--- src/rtl/regfile_mp_pkg.sv ---
// Shared types and limits for the multi-ported register file.
// Optional write-to-read bypass is selected with the REGFILE_BYPASS_EN macro.
`ifndef REGISTER_COUNT
`define REGISTER_COUNT 32
`endif

package regfile_mp_pkg;

  localparam int WordWidth = 32;
  localparam int RegCount = `REGISTER_COUNT;
  localparam int RegNumWidth = $clog2(RegCount);
  localparam int MAX_READ_PORTS = 4;
  localparam int MAX_WRITE_PORTS = 2;

  typedef logic [WordWidth-1:0] word;
  typedef logic [RegNumWidth-1:0] regnum;

  // Register 0 and addresses beyond the implemented range have no storage.
  function automatic logic reg_valid(regnum r, int count);
    return (r != '0) && (int'(r) < count);
  endfunction

endpackage

--- src/rtl/regfile_mp_if.sv ---
// Read, write and issue signals between the pipeline and the register file.
// No handshakes: every field is sampled on each rising clock edge.
interface regfile_mp_if
  import regfile_mp_pkg::*;
#(
  parameter int ReadPorts = 2,
  parameter int WritePorts = 1
);
  regnum                 rd_reg  [ReadPorts];
  word                   rd_data [ReadPorts];
  logic [ReadPorts-1:0]  rd_busy;
  logic [WritePorts-1:0] wr_en;
  regnum                 wr_reg  [WritePorts];
  word                   wr_data [WritePorts];
  logic                  issue_en;
  regnum                 issue_reg;
  logic                  flush;

  modport master (
    output rd_reg, wr_en, wr_reg, wr_data, issue_en, issue_reg, flush,
    input  rd_data, rd_busy
  );

  modport slave (
    input  rd_reg, wr_en, wr_reg, wr_data, issue_en, issue_reg, flush,
    output rd_data, rd_busy
  );
endinterface

--- src/rtl/regfile_mp_scoreboard.sv ---
// Per-register busy bits: set on issue, cleared by writeback or flush,
// with a combinational lookup for each read port.
module regfile_mp_scoreboard
  import regfile_mp_pkg::*;
#(
  parameter int RegisterCount = RegCount,
  parameter int ReadPorts = 2,
  parameter int WritePorts = 1
) (
  input  logic                  clk,
  input  logic                  res_n,
  input  logic                  issue_en,
  input  regnum                 issue_reg,
  input  logic                  flush,
  input  logic [WritePorts-1:0] wr_en,
  input  regnum                 wr_reg [WritePorts],
  input  regnum                 lookup_reg [ReadPorts],
  output logic [ReadPorts-1:0]  lookup_busy
);

  logic [RegisterCount-1:0] busy_q, busy_d;

  // Issue is applied after writeback-clear so a newer producer stays pending.
  always_comb begin
    busy_d = busy_q;
    for (int w = 0; w < WritePorts; w++) begin
      if (wr_en[w] && reg_valid(wr_reg[w], RegisterCount)) busy_d[wr_reg[w]] = 1'b0;
    end
    if (flush) begin
      busy_d = '0;
    end else if (issue_en && reg_valid(issue_reg, RegisterCount)) begin
      busy_d[issue_reg] = 1'b1;
    end
    busy_d[0] = 1'b0;
  end

  always_ff @(posedge clk or negedge res_n) begin
    if (!res_n) busy_q <= '0;
    else        busy_q <= busy_d;
  end

  always_comb begin
    lookup_busy = '0;
    for (int r = 0; r < ReadPorts; r++) begin
      if (reg_valid(lookup_reg[r], RegisterCount)) lookup_busy[r] = busy_q[lookup_reg[r]];
    end
  end

endmodule

--- src/rtl/regfile_mp.sv ---
// Multi-ported register file with busy scoreboard; r0 reads as zero.
// Define REGFILE_BYPASS_EN to forward same-cycle writes to the read ports.
module regfile_mp
  import regfile_mp_pkg::*;
#(
  parameter int RegisterCount = RegCount,
  parameter int ReadPorts = 2,
  parameter int WritePorts = 1
) (
  input logic clk,
  input logic res_n,
  regfile_mp_if.slave bus
);

  if (ReadPorts < 1 || ReadPorts > MAX_READ_PORTS ||
      WritePorts < 1 || WritePorts > MAX_WRITE_PORTS) begin : g_bad_ports
    $error("regfile_mp: unsupported port count");
  end

  word                  mem_q [RegisterCount];
  word                  mem_d [RegisterCount];
  logic [ReadPorts-1:0] sb_busy;

  // Ascending port order makes the highest-index writer win a collision.
  always_comb begin
    mem_d = mem_q;
    for (int w = 0; w < WritePorts; w++) begin
      if (bus.wr_en[w] && reg_valid(bus.wr_reg[w], RegisterCount)) begin
        mem_d[bus.wr_reg[w]] = bus.wr_data[w];
      end
    end
  end

  always_ff @(posedge clk or negedge res_n) begin
    if (!res_n) mem_q <= '{default: '0};
    else        mem_q <= mem_d;
  end

  regfile_mp_scoreboard #(
    .RegisterCount(RegisterCount),
    .ReadPorts    (ReadPorts),
    .WritePorts   (WritePorts)
  ) u_scoreboard (
    .clk        (clk),
    .res_n      (res_n),
    .issue_en   (bus.issue_en),
    .issue_reg  (bus.issue_reg),
    .flush      (bus.flush),
    .wr_en      (bus.wr_en),
    .wr_reg     (bus.wr_reg),
    .lookup_reg (bus.rd_reg),
    .lookup_busy(sb_busy)
  );

  always_comb begin
    bus.rd_busy = '0;
    for (int r = 0; r < ReadPorts; r++) begin
      bus.rd_data[r] = '0;
      if (reg_valid(bus.rd_reg[r], RegisterCount)) begin
        bus.rd_data[r] = mem_q[bus.rd_reg[r]];
        bus.rd_busy[r] = sb_busy[r];
      end
`ifdef REGFILE_BYPASS_EN
      // Gated by res_n so reads stay zero while reset is held.
      if (res_n && reg_valid(bus.rd_reg[r], RegisterCount)) begin
        for (int w = 0; w < WritePorts; w++) begin
          if (bus.wr_en[w] && bus.wr_reg[w] == bus.rd_reg[r]) begin
            bus.rd_data[r] = bus.wr_data[w];
            bus.rd_busy[r] = 1'b0;
          end
        end
      end
`endif
    end
  end

endmodule

--- src/flat_wrapper.sv ---
// flat-port wrapper written by rule: the top's interface ports become plain ports
module regfile_mp_flat import regfile_mp_pkg::*;
#(
  parameter int RegisterCount = RegCount,
  parameter int ReadPorts = 2,
  parameter int WritePorts = 1
)
  (clk, res_n, bus_rd_reg, bus_wr_en, bus_wr_reg, bus_wr_data, bus_issue_en, bus_issue_reg, bus_flush, bus_rd_data, bus_rd_busy);
  regfile_mp_if #(.ReadPorts(ReadPorts), .WritePorts(WritePorts)) bus_i ();
  input logic clk;
  input logic res_n;
  input wire logic [$bits(bus_i.rd_reg)-1:0] bus_rd_reg;
  input wire logic [$bits(bus_i.wr_en)-1:0] bus_wr_en;
  input wire logic [$bits(bus_i.wr_reg)-1:0] bus_wr_reg;
  input wire logic [$bits(bus_i.wr_data)-1:0] bus_wr_data;
  input wire logic [$bits(bus_i.issue_en)-1:0] bus_issue_en;
  input wire logic [$bits(bus_i.issue_reg)-1:0] bus_issue_reg;
  input wire logic [$bits(bus_i.flush)-1:0] bus_flush;
  output wire logic [$bits(bus_i.rd_data)-1:0] bus_rd_data;
  output wire logic [$bits(bus_i.rd_busy)-1:0] bus_rd_busy;
  assign bus_i.rd_reg = {>>{bus_rd_reg}};
  assign bus_i.wr_en = bus_wr_en;
  assign bus_i.wr_reg = {>>{bus_wr_reg}};
  assign bus_i.wr_data = {>>{bus_wr_data}};
  assign bus_i.issue_en = bus_issue_en;
  assign bus_i.issue_reg = bus_issue_reg;
  assign bus_i.flush = bus_flush;
  assign bus_rd_data = {>>{bus_i.rd_data}};
  assign bus_rd_busy = bus_i.rd_busy;
  regfile_mp #(.RegisterCount(RegisterCount), .ReadPorts(ReadPorts), .WritePorts(WritePorts)) u_core (.clk(clk), .res_n(res_n), .bus(bus_i));
endmodule
--- config.mk ---
export PLATFORM = sky130hd
export DESIGN_NAME = regfile_mp_flat
export DESIGN_NICKNAME = d
export VERILOG_FILES = /design/src/rtl/regfile_mp_pkg.sv /design/src/rtl/regfile_mp_if.sv /design/src/rtl/regfile_mp_scoreboard.sv /design/src/rtl/regfile_mp.sv /design/src/flat_wrapper.sv
export SDC_FILE = /design/constraint.sdc
export NUM_CORES = 2
export LEC_CHECK = 0
export BUFFER_PORTS_ARGS = -buffer_cell sky130_fd_sc_hd__buf_2
export CAP_MARGIN = 25
export CORE_UTILIZATION = 55
export CTS_BUF_LIST = sky130_fd_sc_hd__clkbuf_4
export CTS_CLUSTER_DIAMETER = 60
export DETAILED_ROUTE_END_ITERATION = 12
export PLACE_DENSITY = 0.71
export SKIP_LAST_GASP = 1
export SYNTH_ARGS = -nofsm -noshare
export SYNTH_HDL_FRONTEND = slang
export SYNTH_SLANG_ARGS = --single-unit
--- constraint.sdc ---
create_clock -name clk -period 2.3 [get_ports clk]
set_input_delay 0.345 -clock clk [delete_from_list [all_inputs] [get_ports clk]]
set_output_delay 0.345 -clock clk [all_outputs]
set_load 0.05 [all_outputs]
# Yosys cells after proc, flatten, opt, wreduce, memory -nomap -nowiden

Index checks and enable logic that the tools add are counted.

Bits of input ports: 57
Word-level logic and storage cells: 82
Output and inout bits: 66
Bits in registers: 1055

Bitwise gates (word level): 6
Reduce and logical (&&, ||, !) cells: 9
Multiplexer cells: 24
$lt $le $gt $ge: 10

Operators by type and width:

| kind                 | number |
|---|---|
| $bwmux W1024         | 1 |
| $bmux W32 S5         | 2 |
| $mux W32             | 10 |
| $demux W32 S5        | 1 |
| $and A32 B32 Y32     | 1 |
| $not A32 Y32         | 1 |
| $or A32 B32 Y32      | 1 |
| $lt A5 B6 Y1 const B | 4 |
| $reduce_bool A5 Y1   | 4 |
| $ge A6 B6 Y1 const B | 3 |
| $not A5 Y6           | 3 |
| $bmux W1 S5          | 2 |
| $demux W1 S5         | 2 |
| $ge A5 B1 Y1 const B | 2 |
| $lt A6 B1 Y1 const B | 1 |
| $mux W1              | 6 |
| $logic_and A1 B1 Y1  | 5 |

# Logic depth before layout (Yosys ltp)

Word-level depth: 10
Gate-level depth with buffers: 9
Gate-level depth less buffers: 4

# By module

From an unflattened synthesis, not the netlist that was laid out.

Cell total of the unflattened synthesis: 3738
Area total of the unflattened synthesis: 55997.5 sq um

By module, submodules not included:

| module                | cells each | area each (sq um) | times used | sequential area each (sq um) |
|---|---|---|---|---|
| regfile_mp            | 3497       | 53936.7           | 1          | 25624.6 |
| regfile_mp_scoreboard | 241        | 2060.7            | 1          | 775.7 |

# Worst setup path before layout

OpenSTA, ideal clock, no wires.

Path type: input to output
From: in bus_rd_reg[6]
To: out bus_rd_data[60]
Path buffers: 4
Data arrival time: 2793 ps
Data required time: 1955 ps
Cell stages on the path: 8
Path slack: -838 ps
Cell sequence: buf_4 buf_2 nor2b_1 clkbuf_1 clkbuf_1 a221oi_1 o21ai_0 a311oi_1

Word-level cells in the longest chain between the ends: 5
Elaborated cells between the ends (all ways): 6
Those cells by class: mux: 4; bitwise: 1; reduce/logical: 1

RTL lines:

| item                                         | line               | text |
|---|---|---|
| start: declaration                           | flat_wrapper.sv:12 | `input wire logic [$bits(bus_i.rd_reg)-1:0] bus_rd_reg;` |
| $not A5 Y6 (not written as such)             | regfile_mp.sv:60   | `bus.rd_data[r] = mem_q[bus.rd_reg[r]];` |
| $bmux W32 S5                                 | regfile_mp.sv:60   |  |
| $mux W32 (not written as such) (2 in series) | regfile_mp.sv:60   |  |
| $mux W32 *                                   | regfile_mp.sv:59   | `if (reg_valid(bus.rd_reg[r], RegisterCount)) begin` |
| end: declaration                             | flat_wrapper.sv:19 | `output wire logic [$bits(bus_i.rd_data)-1:0] bus_rd_data;` |

Mark *: on every way between the ends. The rest lies on a longest branch, timed or not. The select of a mux whose other input is x is not followed.

# Worst setup path after layout

From: reg u_core.u_scoreboard.busy_q[4]
To: out bus_rd_busy[1]

Word-level cells in the longest chain between the ends: 3

RTL lines:

| item                          | line                        | text |
|---|---|---|
| start: declaration            | regfile_mp_scoreboard.sv:21 | `logic [RegisterCount-1:0] busy_q, busy_d;` |
| start signal: assignment      | regfile_mp_scoreboard.sv:39 | `else busy_q <= busy_d;` |
| $bmux W1 S5                   | regfile_mp_scoreboard.sv:45 | `if (reg_valid(lookup_reg[r], RegisterCount)) lookup_busy[r] = busy_q[lookup_reg[r]];` |
| $mux W1 (not written as such) | regfile_mp_scoreboard.sv:45 |  |
| $mux W1                       | regfile_mp.sv:59            |  |
| end: declaration              | flat_wrapper.sv:20          | `output wire logic [$bits(bus_i.rd_busy)-1:0] bus_rd_busy;` |

Every way passes these cells. The select of a mux whose other input is x is not followed.

==> out/metrics.yaml <==
place_inst: 5273
grt_max_degree: 91
irDropWorstVdd_v: 0.0004706
grt.overflow.total: 0
ant_nets: 0
numCtsBuffers: 300
antenna_found_initial: 11
drive_above_1_share: 0.6145
status: "finished with violations"
crit_type: "reg -> out"
crit_arrival_ns: 3.06
worst-slew-pin-transition_ns: 0.7180
firstDrtPassIters: 6
h-tree-depth: 5
cp_max_fo: 3
start_kind: "flip-flop"
fmax_mhz: 293.6
core_area_mm2: 0.1007
fin_worst_skew_ns: 0
grt_pass1_wl_um: 285700
hold_viol_final: 0
r2r_slack_ns: 0.44
gr-usage-all-layers: 0.3790
port_buffers: 122
period_share: 1.481
crit_family: "compound AO/OA/AOI/OAI gates"
vias: 41016
violations: "setup timing"
path_cells: "mux2i_1, mux4_2, a221o_1, a31oi_4, buf_12"
start_util: 0.5581
maxCapViolations: 0
area_delta_synth_final_pct: 22.00
slowest_delay_ns: 0.48
ys_ff_latch: 1055
relSlewSlack: 0.5196
cp.required_ns: 1.96
leakage_nw: 29.88
finalMaxSlewViolations: 0
endpoint_kind: "primary output"
ys_seq_area_frac: 0.4696
clk-insertion-delay-late_ns: 1.21
dp_hpwl_um: 120600
final.setup.worst_slack_ns: -1.106
rsz0062_at_grt: "true"
synth_area_mm2: 0.05622
cts_tree: "done"
dp_slack_ns: -0.5487
nNetsFinal: 4366
hp-class: "in -> reg"
dpl_cell_area_mm2: 0.06339
drt-total-wl_um: 192600
crit_buf_inv: 1
ys_async_sr_fraction: 1.000
synth_flop_cell: "dfrtp_1"
synthCells: 3786
grt_pass1_vias: 43036
setup_viol_count_final: 67
die_w_um: 321.7
via_per_inst: 7.018
die_area_mm2: 0.1035
rows: 116
die_h_um: 321.7
power_density_mw_per_mm2: 792.7
gp_congestion: 0.8880
drt_iter0_drc: 4244
fin_area_mm2: 0.06859
clock_path_buffers: 4
synth_edf_count: 0
drc_errors: 0
final_common_cell: "dfrtp_1"
ios: 123
synth_fp_nets: 3843
yosys_warnings: 0
root_buffer: "clkbuf_4"
critPathSlowestCell: "mux4_2"
synthDistinctLibCells: 41
fin_crit_ns: 3.406
clock_sinks: 1055
final_cell_count_no_fill: 5844
avgRoutedWirePerCell_um: 32.95
avgSynthCellArea_um2: 14.85
clkTransAtPathRegs_ns: 0.07
layout_common_cells: "dfrtp_1, mux2_2, mux4_2"
fill_cells: 6897
routing by layer:
metal  GRT usage  vias to the layer above  wire, um
met3     0.09350                      762     20510
met1      0.4945                    21580     71090
li1            -                    15883         -
met5           0                        -        42
met2      0.5773                     2783     89060
met4      0.2262                        8     11890
Yosys cell counts (all sizes together) (11+ instances only):
master / number / area share
a311oi: 33 / 0.0051
a211oi: 32 / 0.0043
nand2b: 20 / 0.0022
o21ai: 83 / 0.0074
mux2i: 200 / 0.036
dfrtp: 1055 / 0.47
mux2: 1026 / 0.21
nor2: 37 / 0.0025
nand2: 60 / 0.0040
mux4: 460 / 0.18
a221oi: 49 / 0.0076
a31oi: 33 / 0.0037
a221o: 34 / 0.0061
and2: 11 / 0.0012
a21oi: 16 / 0.0014
o2111ai: 17 / 0.0026
nor2b: 47 / 0.0052
clkbuf: 267 / 0.018
buf: 192 / 0.019
a22oi: 81 / 0.011
per-stage QoR:
stage / power [W] / hold slack, ns / utilization / setup TNS [ns]
detailed placement: 0.03755 / 0.2676 / 0.6293 / -21.37
global placement: 0.03666 / 0.2648 / 0.6293 / -21.19
CTS: 0.05424 / 0.04409 / 0.6773 / -58.50
finish: 0.05437 / 0.1190 / 0.6809 / -55.15
global route: 0.05665 / 0.1111 / 0.6808 / -60.42
floorplan: 0.03319 / 0.04941 / - / -2.380
sequential cells by signal (all words and copies together), names as in the netlist:
name and cells:
u_core.u_scoreboard.busy_q 31, u_core.mem_q 1024
worst reg2reg max path: stages, from the launching register on:
cell and delay, ns:
dfrtp_1 0.40, a32oi_1 0.16, dlygate4sd3_1 0.57, nor2_1 0.04, dlygate4sd3_1 0.58
power by group:
group,switching (W),internal (W)
Clock,0.00792,0.00823
Combinational,0.00572,0.00772
Sequential,0.00278,0.0220
Total,0.0164,0.0379
timing repair:
item                        CTS  global route
hold endpoints to repair   2078             0
setup buffers                14            11
hold buffers                 66             0
gates resized for setup     225            48
setup endpoints to repair    66            67
pin swaps                    63            25
gates cloned                  0             1
path summary, 6_finish.rpt:
check	from	endpoint	cells past startpoint
min in group asynchronous	res_n	u_core.mem_q[1010]$_DFFE_PN0P_	4
max in group asynchronous	res_n	u_core.mem_q[1007]$_DFFE_PN0P_	6
worst min register to register	u_core.mem_q[997]$_DFFE_PN0P_	u_core.mem_q[997]$_DFFE_PN0P_	0
worst min-delay path	bus_issue_reg[2]	u_core.u_scoreboard.busy_q[3]$_DFF_PN0_	5
worst max-delay path	u_core.u_scoreboard.busy_q[4]$_DFF_PN0_	bus_rd_busy[1]	5
worst max register to register	u_core.u_scoreboard.busy_q[1]$_DFF_PN0_	u_core.u_scoreboard.busy_q[1]$_DFF_PN0_	4
cells by family (layout without fill, tap and decap cells):
| family | Yosys count | after routing | share of synthesized area |
|---|---|---|---|
| AO/OA/AOI/OAI | 379 | 379 | 0.04921 |
| buffers and inverters | 463 | 1154 | 0.03721 |
| AND/OR/NAND/NOR | 203 | 203 | 0.01858 |
| other | 0 | 10 | 0 |
| multiplexers | 1686 | 1686 | 0.4254 |
| flip-flops | 1055 | 1055 | 0.4696 |
cell type report:
type,instances,area (um^2),area share
Antenna cell,10,25.02,0.0003648
Clock buffer,402,3018,0.04400
Clock inverter,68,316.6,0.004615
Inverter,4,20.02,0.0002919
Multi-Input combinational cell,2268,29770,0.4340
Sequential cell,1055,26400,0.3849
Tap cell,1357,1698,0.02475
Timing Repair Buffer,680,7342,0.1070
No activity file was read; power rests on OpenSTA's default activity.
